<file path="config.mk">
export PLATFORM = sky130hd
export DESIGN_NAME = pov_text_scanner_flat
export DESIGN_NICKNAME = d
export VERILOG_FILES = /design/src/rtl/pov_text_scanner_if.sv /design/src/rtl/pov_text_scanner.sv /design/src/flat_wrapper.sv
export SDC_FILE = /design/constraint.sdc
export NUM_CORES = 1
export LEC_CHECK = 0
export BUFFER_PORTS_ARGS = -buffer_cell sky130_fd_sc_hd__buf_2
export CAP_MARGIN = 20
export CELL_PAD_IN_SITES_DETAIL_PLACEMENT = 0
export CELL_PAD_IN_SITES_GLOBAL_PLACEMENT = 2
export CORE_MARGIN = 10
export CORE_UTILIZATION = 39
export DETAILED_ROUTE_END_ITERATION = 6
export PLACE_DENSITY = 0.71
export SLEW_MARGIN = 20
export SYNTH_ARGS = -nofsm -noshare
export SYNTH_HDL_FRONTEND = slang
export SYNTH_SLANG_ARGS = --single-unit
</file>
<file path="constraint.sdc">
create_clock -name CLK12M -period 4.65 [get_ports CLK12M]
set_input_delay 0.2325 -clock CLK12M [delete_from_list [all_inputs] [get_ports CLK12M]]
set_output_delay 0.2325 -clock CLK12M [all_outputs]
set_load 0.02 [all_outputs]
</file>
<file path="src/rtl/pov_text_scanner_if.sv">
// Text scanner bus: UART byte input, scan controls and font-ROM side outputs.
// No latency of its own; pure signal bundle.
// No backpressure: rx strobes are accepted unconditionally.
interface pov_text_scanner_if #(
  parameter int TEXT_LEN = 16,
  parameter int ADDR_W   = 10
);
  localparam int IDX_W = $clog2(TEXT_LEN);

  logic              dir;
  logic              scroll_en;
  logic              rx_valid;
  logic [7:0]        rx_byte;
  logic [ADDR_W-1:0] font_addr;
  logic              blank;
  logic              col_tick;
  logic [IDX_W-1:0]  char_idx;
  logic [IDX_W-1:0]  wr_ptr;

  // Driver side: UART receiver and scan controls.
  modport master (
    output dir, scroll_en, rx_valid, rx_byte,
    input  font_addr, blank, col_tick, char_idx, wr_ptr
  );

  // Scanner side.
  modport slave (
    input  dir, scroll_en, rx_valid, rx_byte,
    output font_addr, blank, col_tick, char_idx, wr_ptr
  );
endinterface

</file>
<file path="src/rtl/pov_text_scanner.sv">
// POV text engine: UART-loaded text buffer scanned column by column into font-ROM addresses.
// Latency: font_addr/blank/char_idx registered one clock after the counter state they reflect.
// Backpressure: none; every rx_valid strobe is consumed in the cycle it arrives.
module pov_text_scanner #(
  parameter int         TEXT_LEN      = 16,
  parameter int         COLS_PER_CHAR = 6,
  parameter int         GAP_COLS      = 0,
  parameter int         DIV_COEF      = 6000,
  parameter logic [7:0] FONT_BASE     = 8'h20,
  parameter int         ADDR_W        = 10
) (
  input logic                CLK12M,
  input logic                nrst,
  pov_text_scanner_if.slave  bus
);
  localparam int IDX_W  = $clog2(TEXT_LEN);
  localparam int IDX_X  = IDX_W + 1;
  localparam int CT     = COLS_PER_CHAR + GAP_COLS;
  localparam int COL_W  = $clog2(CT + 1);
  localparam int DIV_W  = $clog2(DIV_COEF + 1);
  localparam int GLY_W  = ADDR_W - 3;

  localparam logic [DIV_W-1:0] DIV_MAX   = DIV_W'(DIV_COEF);
  localparam logic [COL_W-1:0] COL_LAST  = COL_W'(CT - 1);
  localparam logic [COL_W-1:0] COL_GLYPH = COL_W'(COLS_PER_CHAR);
  localparam logic [IDX_W-1:0] IDX_LAST  = IDX_W'(TEXT_LEN - 1);
  localparam logic [IDX_X-1:0] LEN_X     = IDX_X'(TEXT_LEN);
  localparam logic [2:0]       GC_LAST   = 3'(COLS_PER_CHAR - 1);

  logic [DIV_W-1:0]  div;
  logic              tick;
  logic [COL_W-1:0]  col;
  logic [IDX_W-1:0]  pos;
  logic [IDX_W-1:0]  offset;
  logic              dir_q;
  logic [IDX_W-1:0]  wr_ptr_q;
  logic [7:0]        text [TEXT_LEN];

  logic [IDX_W-1:0]  lidx;
  logic [IDX_X-1:0]  sum;
  logic [IDX_W-1:0]  bidx;
  logic [7:0]        cur;
  logic              in_font;
  logic [GLY_W-1:0]  glyph;
  logic [2:0]        gcol;
  logic              is_gap;

  logic [ADDR_W-1:0] font_addr_q;
  logic              blank_q;
  logic [IDX_W-1:0]  char_idx_q;

  // Column tick is decoded straight from the divider so it lines up with the wrap cycle.
  assign tick = (div == DIV_MAX);

  // Column-period divider: 0..DIV_COEF, then back to 0.
  always_ff @(posedge CLK12M or negedge nrst) begin
    if (!nrst) begin
      div <= '0;
    end else begin
      div <= tick ? '0 : div + DIV_W'(1);
    end
  end

  // Column / character / scroll-offset counters; direction is latched with each tick.
  always_ff @(posedge CLK12M or negedge nrst) begin
    if (!nrst) begin
      col    <= '0;
      pos    <= '0;
      offset <= '0;
      dir_q  <= 1'b0;
    end else if (tick) begin
      dir_q <= bus.dir;
      if (col == COL_LAST) begin
        col <= '0;
        if (pos == IDX_LAST) begin
          pos <= '0;
          if (bus.scroll_en) begin
            offset <= (offset == IDX_LAST) ? '0 : offset + IDX_W'(1);
          end
        end else begin
          pos <= pos + IDX_W'(1);
        end
      end else begin
        col <= col + COL_W'(1);
      end
    end
  end

  // Map scan position to buffer slot and glyph column; modulo by compare-subtract.
  always_comb begin
    lidx    = dir_q ? (IDX_LAST - pos) : pos;
    sum     = IDX_X'(lidx) + IDX_X'(offset);
    bidx    = (sum >= LEN_X) ? IDX_W'(sum - LEN_X) : IDX_W'(sum);
    cur     = text[bidx];
    in_font = (cur >= FONT_BASE) && (cur < 8'h80);
    glyph   = in_font ? GLY_W'(cur - FONT_BASE) : '0;
    gcol    = dir_q ? (GC_LAST - 3'(col)) : 3'(col);
    is_gap  = (col >= COL_GLYPH);
  end

  // Output register: gap columns force a blank address so the ROM reads the space glyph.
  always_ff @(posedge CLK12M or negedge nrst) begin
    if (!nrst) begin
      font_addr_q <= '0;
      blank_q     <= 1'b0;
      char_idx_q  <= '0;
    end else begin
      font_addr_q <= is_gap ? '0 : {glyph, gcol};
      blank_q     <= is_gap;
      char_idx_q  <= bidx;
    end
  end

  // Text buffer loader: CR homes, ESC clears, BS erases backwards, anything else is stored.
  always_ff @(posedge CLK12M or negedge nrst) begin
    if (!nrst) begin
      for (int i = 0; i < TEXT_LEN; i++) begin
        text[i] <= 8'h20;
      end
      wr_ptr_q <= '0;
    end else if (bus.rx_valid) begin
      case (bus.rx_byte)
        8'h0D: begin
          wr_ptr_q <= '0;
        end
        8'h1B: begin
          for (int i = 0; i < TEXT_LEN; i++) begin
            text[i] <= 8'h20;
          end
          wr_ptr_q <= '0;
        end
        8'h08: begin
          if (wr_ptr_q != '0) begin
            wr_ptr_q                    <= wr_ptr_q - IDX_W'(1);
            text[wr_ptr_q - IDX_W'(1)]  <= 8'h20;
          end
        end
        default: begin
          text[wr_ptr_q] <= bus.rx_byte;
          wr_ptr_q       <= (wr_ptr_q == IDX_LAST) ? '0 : wr_ptr_q + IDX_W'(1);
        end
      endcase
    end
  end

  assign bus.font_addr = font_addr_q;
  assign bus.blank     = blank_q;
  assign bus.col_tick  = tick;
  assign bus.char_idx  = char_idx_q;
  assign bus.wr_ptr    = wr_ptr_q;
endmodule

</file>
<file path="src/flat_wrapper.sv">
// flat-port wrapper written by rule: the top's interface ports become plain ports
module pov_text_scanner_flat 
#(
  parameter int         TEXT_LEN      = 16,
  parameter int         COLS_PER_CHAR = 6,
  parameter int         GAP_COLS      = 0,
  parameter int         DIV_COEF      = 6000,
  parameter logic [7:0] FONT_BASE     = 8'h20,
  parameter int         ADDR_W        = 10
)
  (CLK12M, nrst, bus_dir, bus_scroll_en, bus_rx_valid, bus_rx_byte, bus_font_addr, bus_blank, bus_col_tick, bus_char_idx, bus_wr_ptr);
  pov_text_scanner_if #(.TEXT_LEN(TEXT_LEN), .ADDR_W(ADDR_W)) bus_i ();
  input logic CLK12M;
  input logic nrst;
  input wire logic [$bits(bus_i.dir)-1:0] bus_dir;
  input wire logic [$bits(bus_i.scroll_en)-1:0] bus_scroll_en;
  input wire logic [$bits(bus_i.rx_valid)-1:0] bus_rx_valid;
  input wire logic [$bits(bus_i.rx_byte)-1:0] bus_rx_byte;
  output wire logic [$bits(bus_i.font_addr)-1:0] bus_font_addr;
  output wire logic [$bits(bus_i.blank)-1:0] bus_blank;
  output wire logic [$bits(bus_i.col_tick)-1:0] bus_col_tick;
  output wire logic [$bits(bus_i.char_idx)-1:0] bus_char_idx;
  output wire logic [$bits(bus_i.wr_ptr)-1:0] bus_wr_ptr;
  assign bus_i.dir = bus_dir;
  assign bus_i.scroll_en = bus_scroll_en;
  assign bus_i.rx_valid = bus_rx_valid;
  assign bus_i.rx_byte = bus_rx_byte;
  assign bus_font_addr = bus_i.font_addr;
  assign bus_blank = bus_i.blank;
  assign bus_col_tick = bus_i.col_tick;
  assign bus_char_idx = bus_i.char_idx;
  assign bus_wr_ptr = bus_i.wr_ptr;
  pov_text_scanner #(.TEXT_LEN(TEXT_LEN), .COLS_PER_CHAR(COLS_PER_CHAR), .GAP_COLS(GAP_COLS), .DIV_COEF(DIV_COEF), .FONT_BASE(FONT_BASE), .ADDR_W(ADDR_W)) u_core (.CLK12M(CLK12M), .nrst(nrst), .bus(bus_i));
endmodule
</file>
Yosys cells after proc, flatten, opt, wreduce, memory -nomap -nowiden
Index checks and enable logic that the tools add are counted.
{"block": "totals", "output_inout_bits": 20, "word_cells": 92, "regBits": 172, "in_bits": 13}
{"block": "classes", "bitwise": 7, "mux": 22, "n_addsub": 11, "n_eq_ne": 9, "reduce_logical": 9, "order_cmp": 9}
{"op": "128-bit case mux with 3 select lines", "n": 1}
{"op": "128-bit bitwise mux", "n": 1}
{"op": "128-bit 2-to-1 mux", "n": 1}
{"op": "112-bit bitwise AND", "n": 1}
{"op": "112-bit NOT", "n": 1}
{"op": "8-bit demux with 4-bit select", "n": 2}
{"op": "8-bit binary-select mux with 4-bit select", "n": 1}
{"op": "8-bit 2-to-1 mux", "n": 4}
{"op": "4-bit 2-to-1 mux", "n": 6}
{"op": "5-bit greater-or-equal comparator, second input constant", "n": 4}
{"op": "8-bit by 4-bit == test with 1-bit output, second input constant", "n": 2}
{"op": "16-bit bitwise OR", "n": 1}
{"op": "4-bit NOT with 5-bit output", "n": 3}
{"op": "13-bit by 1-bit adder with 13-bit output, second input constant", "n": 1}
{"op": "13-bit == test, second input constant", "n": 1}
{"op": "13-bit 2-to-1 mux", "n": 1}
{"op": "4-bit by 1-bit adder with 4-bit output, second input constant", "n": 3}
{"op": "4-bit == test, second input constant", "n": 3}
{"op": "5-bit by 1-bit < comparator with 1-bit output, second input constant", "n": 2}
{"op": "10-bit 2-to-1 mux", "n": 1}
{"op": "8-bit by 5-bit == test with 1-bit output, second input constant", "n": 1}
{"op": "8-bit by 6-bit greater-or-equal comparator with 1-bit output, second input constant", "n": 1}
{"op": "8-bit < comparator, second input constant", "n": 1}
{"op": "4-bit case mux with 2 select lines", "n": 1}
{"op": "18 further kinds", "n": 23}

Longest topological paths before layout
{"block": "depth", "word_depth": 13, "ltp_mapped": 15, "mapped_depth_nobuf": 12}

Least setup slack after synthesis
No wires, ideal clock.
{"block": "synth_path", "kind": "register to register", "start": "reg u_core.dir_q", "end": "reg u_core.font_addr_q[8], in the netlist u_core.bus.font_addr[8]", "arrival_time_ns": 3.500, "path_stages_with_launch": 16, "n_path_buf": 3, "path_slack_ns": 1.019, "setup_ns": 0.131, "cell_sequence": "dfrtp_1 -> buf_2 -> xor2_1 -> ha_1 -> inv_1 -> fa_1 -> xor2_1 -> buf_2 -> buf_2 -> mux4_2 -> mux2i_1 -> mux2i_1 -> ha_1 -> nor2b_1 -> o2111ai_1 -> a21oi_1"}
{"block": "synth_between", "elab_chain_cells": 12}
{"item": "from (decl)", "line_no": "pov_text_scanner.sv:35", "text": "logic dir_q;"}
{"item": "from (signal assigned)", "line_no": "pov_text_scanner.sv:72", "text": "dir_q <= bus.dir;"}
{"item": "4-bit 2-to-1 mux *", "line_no": "pov_text_scanner.sv:91", "text": "lidx = dir_q ? (IDX_LAST - pos) : pos;"}
{"item": "4-bit by 4-bit adder with 5-bit output *", "line_no": "pov_text_scanner.sv:92", "text": "sum = IDX_X'(lidx) + IDX_X'(offset);"}
{"item": "4-bit by 1-bit subtractor with 4-bit output or 5-bit greater-or-equal comparator (tied branches)", "line_no": "pov_text_scanner.sv:93", "text": "bidx = (sum >= LEN_X) ? IDX_W'(sum - LEN_X) : IDX_W'(sum);"}
{"item": "4-bit 2-to-1 mux *", "line_no": "pov_text_scanner.sv:93"}
{"item": "4-bit NOT with 5-bit output (implied by the code) *", "line_no": "pov_text_scanner.sv:94", "text": "cur = text[bidx];"}
{"item": "8-bit binary-select mux with 4-bit select *", "line_no": "pov_text_scanner.sv:94"}
{"item": "8-bit 2-to-1 mux (implied by the code) * (2 in a row)", "line_no": "pov_text_scanner.sv:94"}
{"item": "8-bit by 6-bit greater-or-equal comparator with 1-bit output or 8-bit < comparator (tied branches)", "line_no": "pov_text_scanner.sv:95", "text": "in_font = (cur >= FONT_BASE) && (cur < 8'h80);"}
{"item": "1-bit logical AND", "line_no": "pov_text_scanner.sv:95"}
{"item": "7-bit 2-to-1 mux *", "line_no": "pov_text_scanner.sv:96", "text": "glyph = in_font ? GLY_W'(cur - FONT_BASE) : '0;"}
{"item": "10-bit 2-to-1 mux *", "line_no": "pov_text_scanner.sv:108", "text": "font_addr_q <= is_gap ? '0 : {glyph, gcol};"}
{"item": "to (signal assigned)", "line_no": "pov_text_scanner.sv:108"}
{"item": "to (decl)", "line_no": "pov_text_scanner.sv:48", "text": "logic [ADDR_W-1:0] font_addr_q;"}
Every way passes the cells marked *; elsewhere a longest branch is shown, timed or not. The select of a mux whose other input is x is not followed.
A chain may end at the register's enable or synchronous reset.

Final worst setup path
Ends and elaborated chain as after synthesis.

==> flow_metrics.py <==
metrics = {
    "run_status": {
        "status": "finished clean",
    },
    "clock_tree": {
        "cts_buffers": 17,
        "cts.sinks": 172,
        "ctsResizeCount": 0,
        "clk_pin_slew_worst_paths_ns": 0.07,
        "cts_max_level": 4,
        "cts_root_buffer": "clkbuf_16",
        "ctsHoldBuffers": 1,
        "postCtsSetupRepairBufs": 0,
        "cts_tree": "done",
        "clk-insertion-delay-late_ns": 0.43,
        "clockBufferDepth": 2,
    },
    "pwr": {
        "peakVddDrop_mv": 0.2623,
        "p_per_area_nw_per_um2": 560.9,
        "p_leak_nw": 4.459,
    },
    "timing": {
        "setup_slack_ns": 0.9854,
        "holdWs_ns": 0.06069,
        "rsz0062_at_grt": "no",
        "setup_violations": 0,
        "fin_tns_setup_ns": 0,
        "finClkSkew_ns": 0.01072,
        "slew_headroom_pct": 36.64,
        "hold_viol": 0,
        "layout_worst_path_cycle_share_pct": 78.81,
        "fmaxAchievable_ghz": 0.2729,
        "min_period_ns": 3.665,
        "drv_slew": 0,
        "tightest_slew_ns": 0.9485,
    },
    "placed_design": {
        "placed_cells": 1004,
        "place_congestion": 0.8389,
        "pre_cts_ws_ns": 0.9669,
        "portBuffers": 32,
        "place_hpwl_um": 16690,
    },
    "floorplanning": {
        "die-area_um2": 28740,
        "initial_core_util_pct": 39.83,
        "core.rowCount": 54,
        "die_x_um": 169.5,
        "die_height_um": 169.5,
        "num_io_pins": 33,
        "core_um2": 21890,
    },
    "critical_path": {
        "crit_path_max_incr_delay_ns": 0.58,
        "path_delay_family": "XOR/XNOR gates",
        "slowest_stage": "xor2_4",
        "crit_path_end_kind": "flop",
        "worst-path-buf-inv": 1,
        "crit_chain": "xor2_1, ha_1, inv_1, fa_1, xor2_4, mux4_2, mux2i_1, mux2i_1, ha_1, nor2b_1, o2111ai_1, a21oi_1",
        "crit_type": "flop to flop",
        "reg2reg_depth": 12,
        "worstPathMaxFanout": 17,
        "startpoint_type": "flop",
        "worstPathRequired_ns": 4.96,
        "crit_cells": 12,
        "cp.arrival_ns": 3.97,
    },
    "yosys": {
        "ys_types": 56,
        "synthFlopType": "dfrtp_1",
        "ys_seq_area_share_pct": 49.60,
        "synth_warnings": 0,
        "syn-num-nets": 790,
        "synthCells": 754,
        "synth_edf_count": 0,
        "synthArstFlopShare_pct": 100.0,
        "ys_seq_elements": 172,
        "synth_area_um2": 8718,
        "syn_avg_cell_area_um2": 11.56,
    },
    "drt": {
        "vias": 6149,
        "wl_per_cell_um": 23.03,
        "drtPass1Iterations": 5,
        "drtAntennaViolNets": 0,
        "drc": 0,
        "via_per_inst": 5.930,
        "wl_um": 23880,
        "drt_iter0_drc": 486,
    },
    "cells_and_area": {
        "areaGrowthSynthToFinish_pct": 10.25,
        "diodes": 0,
        "final_util_pct": 43.91,
        "fill_cells": 2036,
        "fin_cells": 1037,
        "drive_above_1_share_pct": 17.83,
        "fin_nets": 780,
    },
    "global_route": {
        "grt_max_degree": 102,
        "grt_use_total_pct": 16.84,
        "grt_first_pass_wirelength_um": 37910,
        "grt_pass1_vias": 6307,
        "antenna_found_initial": 1,
        "gr-total-overflow": 0,
    },
    "flow_run": {
        "drv_cap": 0,
    },
    "worst_hold_path": {
        "hold_path_class": "input port to flop",
        "hold_depth": 2,
    },
}
-- logic make-up after synthesis --
| kind of cell | synth area share [%] |
|---|---|
| XOR/XNOR | 2.598 |
| flip-flops | 49.60 |
| adder cells (fa/ha/maj) | 3.387 |
| multiplexers | 11.94 |
| AND/OR/NAND/NOR | 10.12 |
| buffers and inverters | 4.779 |
| AO/OA/AOI/OAI | 17.58 |
-- cells in the mapped netlist (3+ instances only) --
master	count	area [um^2]
dfrtp_1	156	3904
a22o_1	113	989.7
clkbuf_1	54	202.7
nor2_1	45	168.9
a21oi_1	39	195.2
inv_1	33	123.9
mux2i_1	29	290.3
mux4_2	28	630.6
nand2_1	28	105.1
and3_1	23	143.9
ha_1	22	275.3
or3_1	17	106.4
dfstp_2	16	420.4
a22oi_1	12	90.09
xnor2_1	12	105.1
xor2_1	12	105.1
nor3_1	11	55.05
o21ai_0	11	55.05
nand3_1	9	45.04
buf_2	8	40.04
nor2b_1	8	50.05
a31oi_1	7	43.79
a32oi_1	6	52.55
mux2_2	6	67.56
buf_1	5	18.77
and2_0	3	18.77
nand2b_1	3	18.77
-- final timing paths --
check                      slack, ns         start                       to
hold / removal                  0.06       bus_dir             u_core.dir_q
min in group asynchronous       0.48          nrst                async pin
hold reg to reg                 0.48          flop                     flop
setup reg to reg                0.99  u_core.dir_q  u_core.bus.font_addr[8]
max in group asynchronous       3.09          nrst                async pin
setup / recovery                0.99  u_core.dir_q  u_core.bus.font_addr[8]
-- per-stage QoR --
step | area [um^2] | power (mW)
final | 9612 | 5.391
after CTS | 9612 | 5.421
after global placement | 9027 | 3.972
after global routing | 9612 | 5.697
after detailed placement | 9027 | 4.011
after floorplan | 8718 | 3.493
-- layout by cell type, fill, tap and decap left out, types with 9 or more instances in the layout --
cell / instances
ha_1: 21
dfrtp_1: 156
mux2i_1: 29
nor3_1: 11
inv_1: 33
nand3_1: 9
xnor2_1: 12
nand2_1: 28
mux4_2: 28
o21ai_0: 11
and3_1: 23
or3_1: 17
buf_2: 31
a22oi_1: 12
a21oi_1: 39
dfstp_2: 16
nor2_1: 45
a22o_1: 113
clkbuf_16: 17
xor2_1: 11
-- per-layer routing --
metal | vias to the layer above | part of all wire, % | track usage (%)
met5 | - | 0.054 | 0
li1 | 2752 | - | -
met4 | 2 | 1.5 | 4.803
met1 | 3203 | 47 | 23.72
met2 | 169 | 45 | 25.08
met3 | 23 | 5.9 | 4.308
-- area by class of cell --
cell class              instances  area, um^2  area share, %
flip-flops and latches        172        4324          44.99
well taps                     280       350.3          3.645
multi-input cells             478        3999          41.60
repair buffers                 41       236.5          2.460
inverters                      34       127.6          1.328
clock inverters                13       131.4          1.367
clock buffers                  19       442.9          4.608
-- power by group --
part | internal, mW | leakage, nW | switching (mW) | total, mW
clock network | 0.765 | 0.277 | 0.633 | 1.40
logic | 0.780 | 1.98 | 0.739 | 1.52
registers | 2.06 | 2.20 | 0.412 | 2.47
Power figures use the tool's default switching activity.
